$ cat config.mk
export PLATFORM = sky130hd
export DESIGN_NAME = spi_xfer_arbiter
export DESIGN_NICKNAME = d
export VERILOG_FILES = /design/src/rtl/spi_xfer_arbiter.sv
export SDC_FILE = /design/constraint.sdc
export NUM_CORES = 1
export LEC_CHECK = 0
export ABC_AREA = 1
export CAP_MARGIN = 10
export CELL_PAD_IN_SITES_DETAIL_PLACEMENT = 0
export CELL_PAD_IN_SITES_GLOBAL_PLACEMENT = 2
export CORE_MARGIN = 2
export CORE_UTILIZATION = 32
export CTS_BUF_LIST = sky130_fd_sc_hd__clkbuf_16
export DETAILED_ROUTE_END_ITERATION = 7
export DONT_BUFFER_PORTS = 1
export HOLD_SLACK_MARGIN = 0.15
export PLACE_DENSITY = 0.82
export SYNTH_ARGS = -nofsm -noshare
export SYNTH_HDL_FRONTEND = slang
export SYNTH_SLANG_ARGS = --single-unit
$ cat constraint.sdc
create_clock -name clk_i -period 4.4 [get_ports clk_i]
set_input_delay 0.66 -clock clk_i [delete_from_list [all_inputs] [get_ports clk_i]]
set_output_delay 0.66 -clock clk_i [all_outputs]
set_load 0.05 [all_outputs]
$ cat src/rtl/spi_xfer_arbiter.sv
// spi_xfer_arbiter: round-robin sharing of one spi_core register bus between requesters
module spi_xfer_arbiter #(
  parameter int          N_REQ      = 2,
  parameter int          SS_NB      = 8,
  parameter logic [7:0]  OFS_RX_TX0 = 8'h00,
  parameter logic [7:0]  OFS_CTRL   = 8'h10,
  parameter logic [7:0]  OFS_DIV    = 8'h14,
  parameter logic [7:0]  OFS_SS     = 8'h18,
  parameter logic [15:0] POLL_MAX   = 16'hFFFF
) (
  input  logic                   clk_i,
  input  logic                   rst_i,
  input  logic [15:0]            divider_i,
  input  logic [N_REQ-1:0]       req_i,
  input  logic [N_REQ*SS_NB-1:0] ss_i,
  input  logic [N_REQ*7-1:0]     len_i,
  input  logic [N_REQ*3-1:0]     mode_i,
  input  logic [N_REQ*32-1:0]    tx_i,
  output logic [N_REQ-1:0]       gnt_o,
  output logic [N_REQ-1:0]       done_o,
  output logic [31:0]            rx_o,
  output logic                   err_o,
  output logic                   busy_o,
  output logic [7:0]             addr_o,
  output logic [31:0]            wdata_o,
  output logic [3:0]             be_o,
  output logic                   we_o,
  output logic                   re_o,
  input  logic [31:0]            rdata_i
);
  localparam int IW = (N_REQ > 2) ? 2 : 1;
  typedef enum logic [3:0] {IDLE, ARB, WR_DIV, WR_SS, WR_TX, WR_CTRL, POLL_RD, POLL_CHK, RD_RX, RD_CAP, DONE} state_t;
  state_t state;
  logic [IW-1:0] ptr, win, idx;
  logic [SS_NB-1:0] ss;
  logic [6:0] len;
  logic [2:0] mode;
  logic [31:0] tx;
  logic [15:0] polls;
  assign busy_o = state != IDLE;
  // first requester at or after the pointer, wrapping around
  always_comb begin
    win = '0;
    for (int i = N_REQ - 1; i >= 0; i--)
      if (req_i[(int'(ptr) + i) % N_REQ]) win = IW'((int'(ptr) + i) % N_REQ);
  end
  // sequencer: outputs are registered alongside the state they belong to
  always_ff @(posedge clk_i or posedge rst_i)
    if (rst_i) begin
      state <= IDLE; ptr <= '0; idx <= '0; ss <= '0; len <= '0; mode <= '0; tx <= '0; polls <= '0;
      gnt_o <= '0; done_o <= '0; rx_o <= '0; err_o <= 1'b0;
      addr_o <= '0; wdata_o <= '0; be_o <= '0; we_o <= 1'b0; re_o <= 1'b0;
    end else begin
      gnt_o <= '0; done_o <= '0; err_o <= 1'b0;
      addr_o <= '0; wdata_o <= '0; be_o <= '0; we_o <= 1'b0; re_o <= 1'b0;
      case (state)
        IDLE: state <= (|req_i) ? ARB : IDLE;
        ARB: if (|req_i) begin
          state <= WR_DIV;
          idx <= win;
          ptr <= (win == IW'(N_REQ - 1)) ? '0 : win + 1'b1;
          ss <= ss_i[win*SS_NB +: SS_NB];
          len <= len_i[win*7 +: 7];
          mode <= mode_i[win*3 +: 3];
          tx <= tx_i[win*32 +: 32];
          polls <= '0;
          gnt_o <= N_REQ'(1) << win;
          we_o <= 1'b1; addr_o <= OFS_DIV; wdata_o <= {16'b0, divider_i}; be_o <= 4'b0011;
        end else state <= IDLE;
        WR_DIV: begin
          state <= WR_SS;
          we_o <= 1'b1; addr_o <= OFS_SS; wdata_o <= 32'(ss); be_o <= 4'b0001;
        end
        WR_SS: begin
          state <= WR_TX;
          we_o <= 1'b1; addr_o <= OFS_RX_TX0; wdata_o <= tx; be_o <= 4'b1111;
        end
        WR_TX: begin
          state <= WR_CTRL;
          we_o <= 1'b1; addr_o <= OFS_CTRL; be_o <= 4'b0011;
          wdata_o <= {18'b0, 1'b1, 1'b0, mode, 1'b1, 1'b0, len};
        end
        WR_CTRL: begin
          state <= POLL_RD;
          re_o <= 1'b1; addr_o <= OFS_CTRL;
        end
        POLL_RD: begin
          state <= POLL_CHK;
          polls <= (polls == 16'hFFFF) ? polls : polls + 1'b1;
          re_o <= 1'b1; addr_o <= OFS_CTRL;
        end
        POLL_CHK:
          if (!rdata_i[8]) begin
            state <= RD_RX; re_o <= 1'b1; addr_o <= OFS_RX_TX0;
          end else if (polls < POLL_MAX) begin
            state <= POLL_RD; re_o <= 1'b1; addr_o <= OFS_CTRL;
          end else begin
            state <= DONE; done_o <= N_REQ'(1) << idx; err_o <= 1'b1;
          end
        RD_RX: state <= RD_CAP;
        RD_CAP: begin
          state <= DONE; rx_o <= rdata_i; done_o <= N_REQ'(1) << idx;
        end
        default: state <= IDLE;
      endcase
    end
endmodule

==> reports/qor.txt, run 1 <==
Routed WL = 16.8 mm
Pwr dens = 799 nW/um^2
Post-Synth XOR/XNOR Area = 0.00273
Starting Density = 0.327
Die height = 146 um
Postcts setup bufs = 0
Core area = 19600 um^2
RSZ-0062 raised after global routing = no
Synth area leaders = dfrtp_1 58%, nand2_1 21%, nand3_1 5.5%
Cells after Synth = 769
Worst hold margin = 0.349 ns
# nets final = 915
Final hold vios = 0
Critical path arrival = 3.10 ns
Final Skew = 0.00830 ns
Main synth FF type = dfrtp_1
Post-synthesis sequential area ratio = 0.581
Max Slew Vio Count = 0
Area growth syn-to-layout = 13.2%
Chip width = 146 um
Outcome = finished, final reports clean
Highest Clock Rate = 363 MHz
Crit share post-route = 0.626
Synth Area in Simple Gates = 0.320
Post-synth EDFFs = 0
Vias in the first global route = 4961
Die footprint = 21200 um^2
Most common cell in the netlist = nand2_1
Worst-Skew Late Latency = 0.41 ns
CTS buffer count = 17
DR pass1 iterations = 4
Post-CTS sizing = 0
Netlist cell types = 33
Setup violation total in the final timing report = 0
PortBufs = 0
Largest family of logic cells by synthesized area = simple AND/OR/NAND/NOR gates
Worst flop-to-flop path startpoint = state[3]
I/O pin count = 236
DRC = 0
Mux contribution to synthesized area = 0
DP HPWL = 11.4 mm
Std cell rows = 51
Tmin final = 2.76 ns
Global-route wire length before repair = 27.4 mm
Critical path's slowest cell = a21oi_4
Post-CTS Hold Fix Bufs = 0
Worst Setup Start Kind = register
Critical Path RT = 4.75 ns
Post-DR vias/cell = 4.63
Pleak = 3.56 nW
Root buffer cell = clkbuf_16
Fraction of synthesized cell area taken by the top area cell type = 0.581
Htree depth = 4
Synth Register Bits = 149
Peak supply drop = 0.000292 V
Clock-pin slew on the worst setup and hold paths = 0.06 ns
CTS max path bufs = 2
Initial antenna violation count = 0
Worst Setup SP = state[3]
Synth top cells by count = 353 x nand2_1, 149 x dfrtp_1, 71 x nand3_1
Average size of a mapped cell = 8.34 um^2
Max stage delay on crit path = 0.64 ns
Antenna Cells = 0
Synthesized-area fraction occupied by adder cells = 0.00195
Post-route ant nets = 0
Design Power = 5.81 mW
Hold WC Path Type = in2async
YS warnings = 0
TNS Setup = 0 ns
Wire length per cell = 16.1 um
DR iter-0 viols = 173
GRT Resource Usage Total = 0.163
Least-Margin Pin Slew = 0.966 ns
Synthesized cell area = 6410 um^2
Cell taking the most area after synthesis = dfrtp_1
Critical Path Sink Type = register
Async set-or-reset flop fraction in the synthesized netlist = 1.00
Gpl congestion = 0.776
Grt ovf = 0
CTS tree = done
Fraction of layout cells with a size suffix above 1 = 0.0736
Sinks on Clock Net = 149
Synth Area in Compound Gates = 0.0310
CP cell instances = nor2_2 > nand2_2 > nor2_4 > inv_2 > a21oi_4 > buf_4 > nand2_1 > nand3_1
Max-cap violations = 0
Setup CP Type = reg2reg
Largest net degree at the start of global routing = 150
CP max FO = 27
Rel. slew slack = 0.356
Via count = 4814
-- per-stage QoR --
step	util	instances	setup slack (ns)	instance area [um^2]
2_1_floorplan	-	773	1.87	6430
3_3_place_gp	0.339	1008	1.62	6640
3_5_place_dp	0.339	1008	1.58	6640
4_1_cts	0.371	1039	1.57	7260
5_1_grt	0.371	1039	1.39	7260
6_report	0.371	1039	1.64	7260
-- cells in the final DEF (no fill, tap or decap), drive strengths merged --
master,instances
inv,56
nor3,2
nand2,354
o211ai,1
nand3b,1
clkbuf,17
nor2,49
or2,1
a22oi,4
nand3,72
conb,5
nor3b,1
a22o,3
clkinv,6
o21bai,2
dfrtp,149
ha,1
buf,5
clkinvlp,4
xnor2,1
a21oi,3
o2111ai,1
bufinv,4
nand4,17
xor2,1
o21ai,14
-- power breakdown --
part,switching [mW],total (mW),internal (mW)
logic,0.798,1.21,0.409
registers,1.17,3.05,1.88
clock network,0.594,1.55,0.954
total,2.56,5.81,3.24
-- sequential cells by signal (all words and copies together) (netlist names), 2 cells and up --
signal	cells
ss	8
addr_o	3
polls	16
len	7
tx	32
be_o	3
mode	3
done_o	2
wdata_o	32
state	4
rx_o	32
gnt_o	2
-- cell families after synthesis --
kind of cell             after synthesis
AO/OA/AOI/OAI                         28
AND/OR/NAND/NOR                      497
buffers and inverters                 91
flip-flops                           149
adder cells (fa/ha/maj)                1
XOR/XNOR                               2
other                                  1
-- final cells by class --
cell class	instances	area (um^2)
Clock buffer	17	425
Clock inverter	14	199
Fill cell	2028	12300
Inverter	56	214
Multi-Input combinational cell	533	2310
Sequential cell	149	3730
Tap cell	265	332
Timing Repair Buffer	5	50.0
-- path summary, 6_finish.rpt --
check	end	slack, ns	cells after the start
setup reg to reg	tx[8]	1.64	8
setup / recovery	tx[8]	1.64	8
min in group clk_i	rx_o[6]	0.35	2
hold reg to reg	done_o[0]	0.43	1
max in group asynchronous	polls[4]	3.46	2
hold / removal	rx_o[9]	0.35	2
-- per-layer routing --
layer,part of all wire,track usage
met4,0.0092,0.0397
met3,0.090,0.0639
met1,0.45,0.215
met2,0.45,0.253
met5,0,0
-- worst max-delay path: cells and delay by family (launching register included) --
| kind | cells | cell delay [ns] |
|---|---|---|
| buffers and inverters | 2 | 0.54 |
| AND/OR/NAND/NOR | 5 | 1.09 |
| AO/OA/AOI/OAI | 1 | 0.64 |
| flip-flops | 1 | 0.41 |
Note: power is estimated with default switching activity, not from simulation.
==> inputs of run 2 (changes only) <==
==> constraint.sdc (replaced) <==
create_clock -name clk_i -period 2.35 [get_ports clk_i]
set_input_delay 0.3525 -clock clk_i [delete_from_list [all_inputs] [get_ports clk_i]]
set_output_delay 0.3525 -clock clk_i [all_outputs]
set_load 0.05 [all_outputs]
==> run 2 against run 1 <==
  * Power rose by 96%
  * Critical path depth grew 1
  * First-iteration DRC count is 55% higher
  * Maximum frequency rose by 32%
  * Clock-buffer cell count unchanged
  * Cell count increased by 15%
  * Setup slack got worse by 1.4 ns
  * Register-to-register slack lost 1.4 ns
  * Largest power group unchanged
==> reports/qor.txt, run 2 (synthesis results as in run 1) <==
Core area = 19600 um^2 (unchanged)
Pleak = 4.23 nW (+19%)
Setup CP Type = reg2reg
Starting Density = 0.327 (unchanged)
Area growth syn-to-layout = 38.2%
DRC = 0 (unchanged)
Grt ovf = 0 (unchanged)
DR iter-0 viols = 269 (+55%)
Switch Pwr = 4.95 mW (+93%)
Outcome = finished, final reports clean
Global-route wire length before repair = 30.4 mm (+11%)
Internal = 6.44 mW (+98%)
Core Util, Final = 0.453 (+0.0818)
Seq pwr share = 0.503 (-0.022)
Least-Margin Pin Slew = 0.883 ns (-0.0829 ns)
Post-DR vias/cell = 4.63 (about the same)
Max stage delay on crit path = 0.56 ns (-0.08 ns)
GRT Resource Usage Total = 0.178 (+0.0156)
Std cell rows = 51 (unchanged)
Critical path's slowest cell = dlygate4sd3_1
Htree depth = 4 (unchanged)
CP max FO = 51 (+89%)
Non-Filler Instances = 1196 (+15%)
CTS max path bufs = 2 (unchanged)
Worst hold margin = 0.174 ns (-0.175 ns)
Worst-Skew Late Latency = 0.42 ns (about the same)
DP HPWL = 11.5 mm (+1.5%)
Fillers = 1845 (-9.0%)
Die footprint = 21200 um^2 (unchanged)
Clock-pin slew on the worst setup and hold paths = 0.06 ns (about the same)
Largest net degree at the start of global routing = 150 (unchanged)
Sw frac = 0.435 (-0.00630)
Commonest non-fill, non-tap cell in the layout = nand2_1
Final Skew = 0.00771 ns (-0.000592 ns)
CP cell instances = inv_2 > nor2_4 > nand2_2 > nor2_4 > inv_2 > buf_6 > nand2_1 > nand3_1 > dlygate4sd3_1
CTS buffer count = 17 (unchanged)
Root buffer cell = clkbuf_16
Hold Path Depth = 2
Final hold vios = 0 (unchanged)
Wire length per cell = 15.5 um (-4.1%)
Clk pwr share = 0.256 (-0.011)
Critical Path Sink Type = register
HP Start = rdata_i[8]
Min-Delay Endpoint = rx_o[8]
Cells on worst reg2reg path = 9 (+1)
Crit-path leading delay family = buffers and inverters
Sinks on Clock Net = 149 (unchanged)
Via count = 5540 (+15%)
Worst R2R Setup Slack = 0.27 ns (-1.38 ns)
Highest Clock Rate = 480 MHz (+32%)
Worst flop-to-flop path startpoint = state[0]
RSZ-0062 raised after global routing = no
CTS tree = done
Worst Setup Start Kind = register
Max Slew Vio Count = 0 (unchanged)
Combinational share of power = 0.241 (+0.033)
Design Power = 11.4 mW (+96%)
Gpl congestion = 0.795 (+2.4%)
TNS Setup = 0 ns (unchanged)
Critical path arrival = 2.43 ns (-0.67 ns)
Routed WL = 18.5 mm (+10%)
Post-route ant nets = 0 (unchanged)
Vias in the first global route = 5703 (+15%)
DR pass1 iterations = 5 (+1)
Crit share post-route = 0.887 (+0.260)
Rel. slew slack = 0.412 (+0.0564)
Chip width = 146 um (unchanged)
Pwr dens = 1290 nW/um^2 (+61%)
Reg2reg end = tx[6]
# nets final = 1071 (+17%)
Max-cap violations = 0 (unchanged)
Setup violation total in the final timing report = 0 (unchanged)
Dpl cells = 1013 (+0.50%)
Initial antenna violation count = 1 (+1)
PortBufs = 0 (unchanged)
Most frequent cells in the layout = 353 x nand2_1, 149 x dfrtp_1, 149 x dlygate4sd3_1
Hold WC Path Type = in2reg
Critical Path RT = 2.70 ns (-2.05 ns)
I/O pin count = 236 (unchanged)
Fraction of layout cells with a size suffix above 1 = 0.0677 (-0.00590)
Die height = 146 um (unchanged)
Tmin final = 2.08 ns (-0.672 ns)
Peak supply drop = 0.000507 V (+74%)
Buf/Inv on CP = 4 (+2)
Top flop regs = rx_o: 32 flops, tx: 32 flops, wdata_o: 32 flops
## run 2: cell types whose count changed in the layout (fill, tap and decap cells not counted), sizes merged
cell         change
dlygate4sd3    +149
diode            +1
buf              +7
## run 2: worst max path at each step
stage	startpoint	to	slack [ns]	cells after the start
after CTS	state[0]	tx[3]	0.11	9
final	state[0]	tx[6]	0.27	9
after detailed placement	polls[0]	polls[10]	0.35	7
after floorplan	rst_i	addr_o[2]	0.12	1
after global routing	state[0]	tx[6]	0.07	9
after global placement	polls[1]	polls[12]	0.44	7
## run 2: final cells by class
class	instances	area, um^2	area share
Clock inverter	14	201	0.0227
Clock buffer	17	425	0.0480
Antenna cell	1	2.50	0.000282
Tap cell	265	332	0.0374
Timing Repair Buffer	161	1650	0.186
Inverter	56	214	0.0241
Sequential cell	149	3730	0.421
Multi-Input combinational cell	533	2310	0.261
## run 2: per-stage QoR
step / setup slack (ns) / cell area [um^2]
finish: 0.266 / 8860
global route: 0.0694 / 8860
CTS: 0.113 / 8830
detailed placement: 0.351 / 6710
global placement: 0.436 / 6710
floorplan: 0.123 / 6430
## run 2: power by group through the flow
| stage | clock network, mW | logic (mW) | registers (mW) |
|---|---|---|---|
| 2_1_floorplan | 0 | 1.88 | 5.53 |
| 3_3_place_gp | 0 | 2.34 | 5.76 |
| 3_5_place_dp | 0 | 2.37 | 5.77 |
| 4_1_cts | 2.99 | 2.72 | 5.73 |
| 5_1_grt | 3.10 | 3.15 | 5.83 |
| 6_report | 2.92 | 2.75 | 5.73 |
## run 2: what timing repair did
| action | in CTS | in global routing |
|---|---|---|
| hold buffers | 149 | 0 |
| hold endpoints to repair | 247 | 0 |
| buffers inserted | 0 | 2 |
| gates resized for setup | 0 | 1 |
| endpoints found under the setup margin | 0 | 8 |
## run 2: metal layers
layer / global-route usage / vias to the layer above / share of wire
li1: - / 2700 / -
met1: 0.229 / 2626 / 0.44
met2: 0.290 / 195 / 0.48
met3: 0.0558 / 19 / 0.067
met4: 0.0534 / 0 / 0.015
met5: 0 / - / 0
==> inputs of run 3 (changes only) <==
--- a/config.mk
+++ b/config.mk
@@ -10,12 +10,12 @@
 export CELL_PAD_IN_SITES_DETAIL_PLACEMENT = 0
 export CELL_PAD_IN_SITES_GLOBAL_PLACEMENT = 2
 export CORE_MARGIN = 2
-export CORE_UTILIZATION = 32
+export CORE_UTILIZATION = 22
 export CTS_BUF_LIST = sky130_fd_sc_hd__clkbuf_16
 export DETAILED_ROUTE_END_ITERATION = 7
-export DONT_BUFFER_PORTS = 1
 export HOLD_SLACK_MARGIN = 0.15
 export PLACE_DENSITY = 0.82
+export SLEW_MARGIN = 20
 export SYNTH_ARGS = -nofsm -noshare
 export SYNTH_HDL_FRONTEND = slang
 export SYNTH_SLANG_ARGS = --single-unit
==> run 3 against run 2 <==
  * Sequential share of layout area shrank 4.1 points
  * Core utilization decreased by 11 points
  * Sequential power shrank 29%
  * Hold slack gained 0.20 ns
  * Non-clock buffer count up 86
  * Setup slack improved by 0.11 ns
  * Clock skew up 0.012 ns
  * Critical path depth fell by 8
  * Largest cell class unchanged
==> reports/qor.txt, run 3 (synthesis results as in run 1) <==
Max-cap violations = 0 (unchanged)
Setup CP Type = reg2out
Core area = 28700 um^2 (+47%)
Global-route wire length before repair = 32.7 mm (+7.3%)
Worst R2R Setup Slack = 0.40 ns (+0.13 ns)
Post-DR vias/cell = 4.10 (-12%)
Critical Path Sink Type = output pin
Largest net degree at the start of global routing = 102 (-32%)
DR iter-0 viols = 353 (+31%)
Hold WC Path Type = in2async
Tmin final = 1.98 ns (-0.108 ns)
Fraction of layout cells with a size suffix above 1 = 0.0688 (+0.00109)
TNS Setup = 0 ns (unchanged)
Root buffer cell = clkbuf_16
Combinational share of power = 0.423 (+0.182)
Critical Path RT = 2.00 ns (-0.70 ns)
DP HPWL = 14.4 mm (+25%)
CTS buffer count = 17 (unchanged)
Max stage delay on crit path = 0.83 ns (+0.27 ns)
GRT Resource Usage Total = 0.137 (-0.0414)
Critical path arrival = 1.62 ns (-0.81 ns)
Final hold vios = 0 (unchanged)
Final Skew = 0.0198 ns (+0.0121 ns)
RSZ-0062 raised after global routing = no
Post-place setup slack = 0.347 ns (-0.00398 ns)
Worst-Skew Late Latency = 0.43 ns (about the same)
Internal = 7.02 mW (+9.1%)
Outcome = finished, final reports clean
Peak supply drop = 0.000526 V (+3.8%)
CP max FO = 2 (-96%)
Grt ovf = 0 (unchanged)
Met3 usage = 0.0455 (-0.0103)
Starting Density = 0.223 (-0.104)
Critical path's slowest cell = clkdlybuf4s50_1
Clock-pin slew on the worst setup and hold paths = 0.07 ns (about the same)
Buf/Inv on CP = 1 (-3)
Gpl congestion = 0.763 (-4.1%)
Most frequent cells in the layout = 353 x nand2_1, 229 x clkdlybuf4s50_1, 149 x dfrtp_1
Post-CTS Hold Fix Bufs = 0 (-100%)
Die footprint = 30500 um^2 (+44%)
Sinks on Clock Net = 149 (unchanged)
Non-Filler Instances = 1401 (+17%)
Postcts setup bufs = 0 (unchanged)
Crit share post-route = 0.841 (-0.0462)
Routed WL = 20.5 mm (+11%)
# nets final = 1157 (+8.0%)
Setup violation total in the final timing report = 0 (unchanged)
Highest Clock Rate = 506 MHz (+5.5%)
Commonest non-fill, non-tap cell in the layout = nand2_1
Sw frac = 0.421 (-0.0139)
CP cell instances = clkdlybuf4s50_1
Clk pwr share = 0.241 (-0.015)
PortBufs = 230 (+230)
Pwr dens = 1230 nW/um^2 (-3.9%)
Antenna Cells = 0 (-1)
Fin worst setup slack = 0.375 ns (+0.108 ns)
Post-route ant nets = 0 (unchanged)
Wire length per cell = 14.7 um (-5.3%)
Chip width = 175 um (+20%)
Std cell rows = 62 (+22%)
Top Usage Layer GRT = met2
Die height = 175 um (+20%)
DR pass1 iterations = 4 (-1)
Vias in the first global route = 5909 (+3.6%)
Initial antenna violation count = 0 (-1)
Post-CTS sizing = 0 (unchanged)
CTS max path bufs = 2 (unchanged)
Least-Margin Pin Slew = 0.715 ns (-0.167 ns)
Htree depth = 4 (unchanged)
Pleak = 4.51 nW (+6.6%)
DRC = 0 (unchanged)
I/O pin count = 236 (unchanged)
Rel. slew slack = 0.523 (+0.111)
Worst Setup Start Kind = register
Switch Pwr = 5.10 mW (+3.0%)
Dpl cells = 1369 (+35%)
Seq pwr share = 0.336 (-0.167)
Crit-path leading delay family = buffers and inverters
Area growth syn-to-layout = 53.1%
CTS tree = done
Top flop regs = rx_o: 32 flops, tx: 32 flops, wdata_o: 32 flops
Met2 Use GR = 0.219 (-0.0712)
GR met1 Demand/Resource = 0.176 (-0.0531)
Via count = 5741 (+3.6%)
Max Slew Vio Count = 0 (unchanged)
## run 3: cell types whose count changed in the layout (fill, tap and decap cells not counted), sizes merged
| cell | before | now |
|---|---|---|
| buf | 12 | 18 |
| bufinv | 4 | 3 |
| dlygate4sd3 | 149 | 0 |
| inv | 56 | 58 |
| diode | 1 | 0 |
| clkdlybuf4s50 | 0 | 229 |
| clkinv | 6 | 7 |
| clkinvlp | 4 | 3 |
## run 3: power by group through the flow
stage / Sequential (mW) / Combinational (mW) / Clock, mW
final: 4.08 / 5.13 / 2.92
after global routing: 4.20 / 5.59 / 3.11
after CTS: 4.08 / 5.23 / 3.00
after floorplan: 5.53 / 1.88 / 0
after detailed placement: 4.12 / 5.21 / 0
after global placement: 4.13 / 5.15 / 0
## run 3: through the flow
stage | hold slack (ns) | cell area [um^2] | util | power [mW]
3_5_place_dp | 0.429 | 9200 | 0.321 | 9.33
6_report | 0.374 | 9820 | 0.342 | 12.1
3_3_place_gp | 0.417 | 9200 | 0.321 | 9.28
5_1_grt | 0.393 | 9820 | 0.342 | 12.9
4_1_cts | 0.365 | 9820 | 0.342 | 12.3
2_1_floorplan | 0.403 | 6430 | - | 7.41
## run 3: final cells by class
type / instances / area (um^2)
inverter: 56 / 214
fill: 3050 / 18900
tap: 384 / 480
sequential: 149 / 3730
timing repair buffer: 247 / 2460
clock buffer: 17 / 425
clock inverter: 15 / 194
multi-input combinational: 533 / 2310
## run 3: path summary, 6_finish.rpt
kind / start / to / cells after the start
setup / recovery: rx_o[10] / rx_o[10] / 1
hold / removal: rst_i / rx_o[1] / 3
setup reg to reg: polls[0] / polls[10] / 7
hold reg to reg: idx / done_o[0] / 1
max in group asynchronous: rst_i / tx[7] / 3
min in group clk_i: idx / done_o[0] / 1
## run 3: layer usage
metal	up-vias	part of all wire
li1	2867	-
met1	2675	0.45
met3	15	0.075
met4	0	0.012
met5	-	0
met2	184	0.47
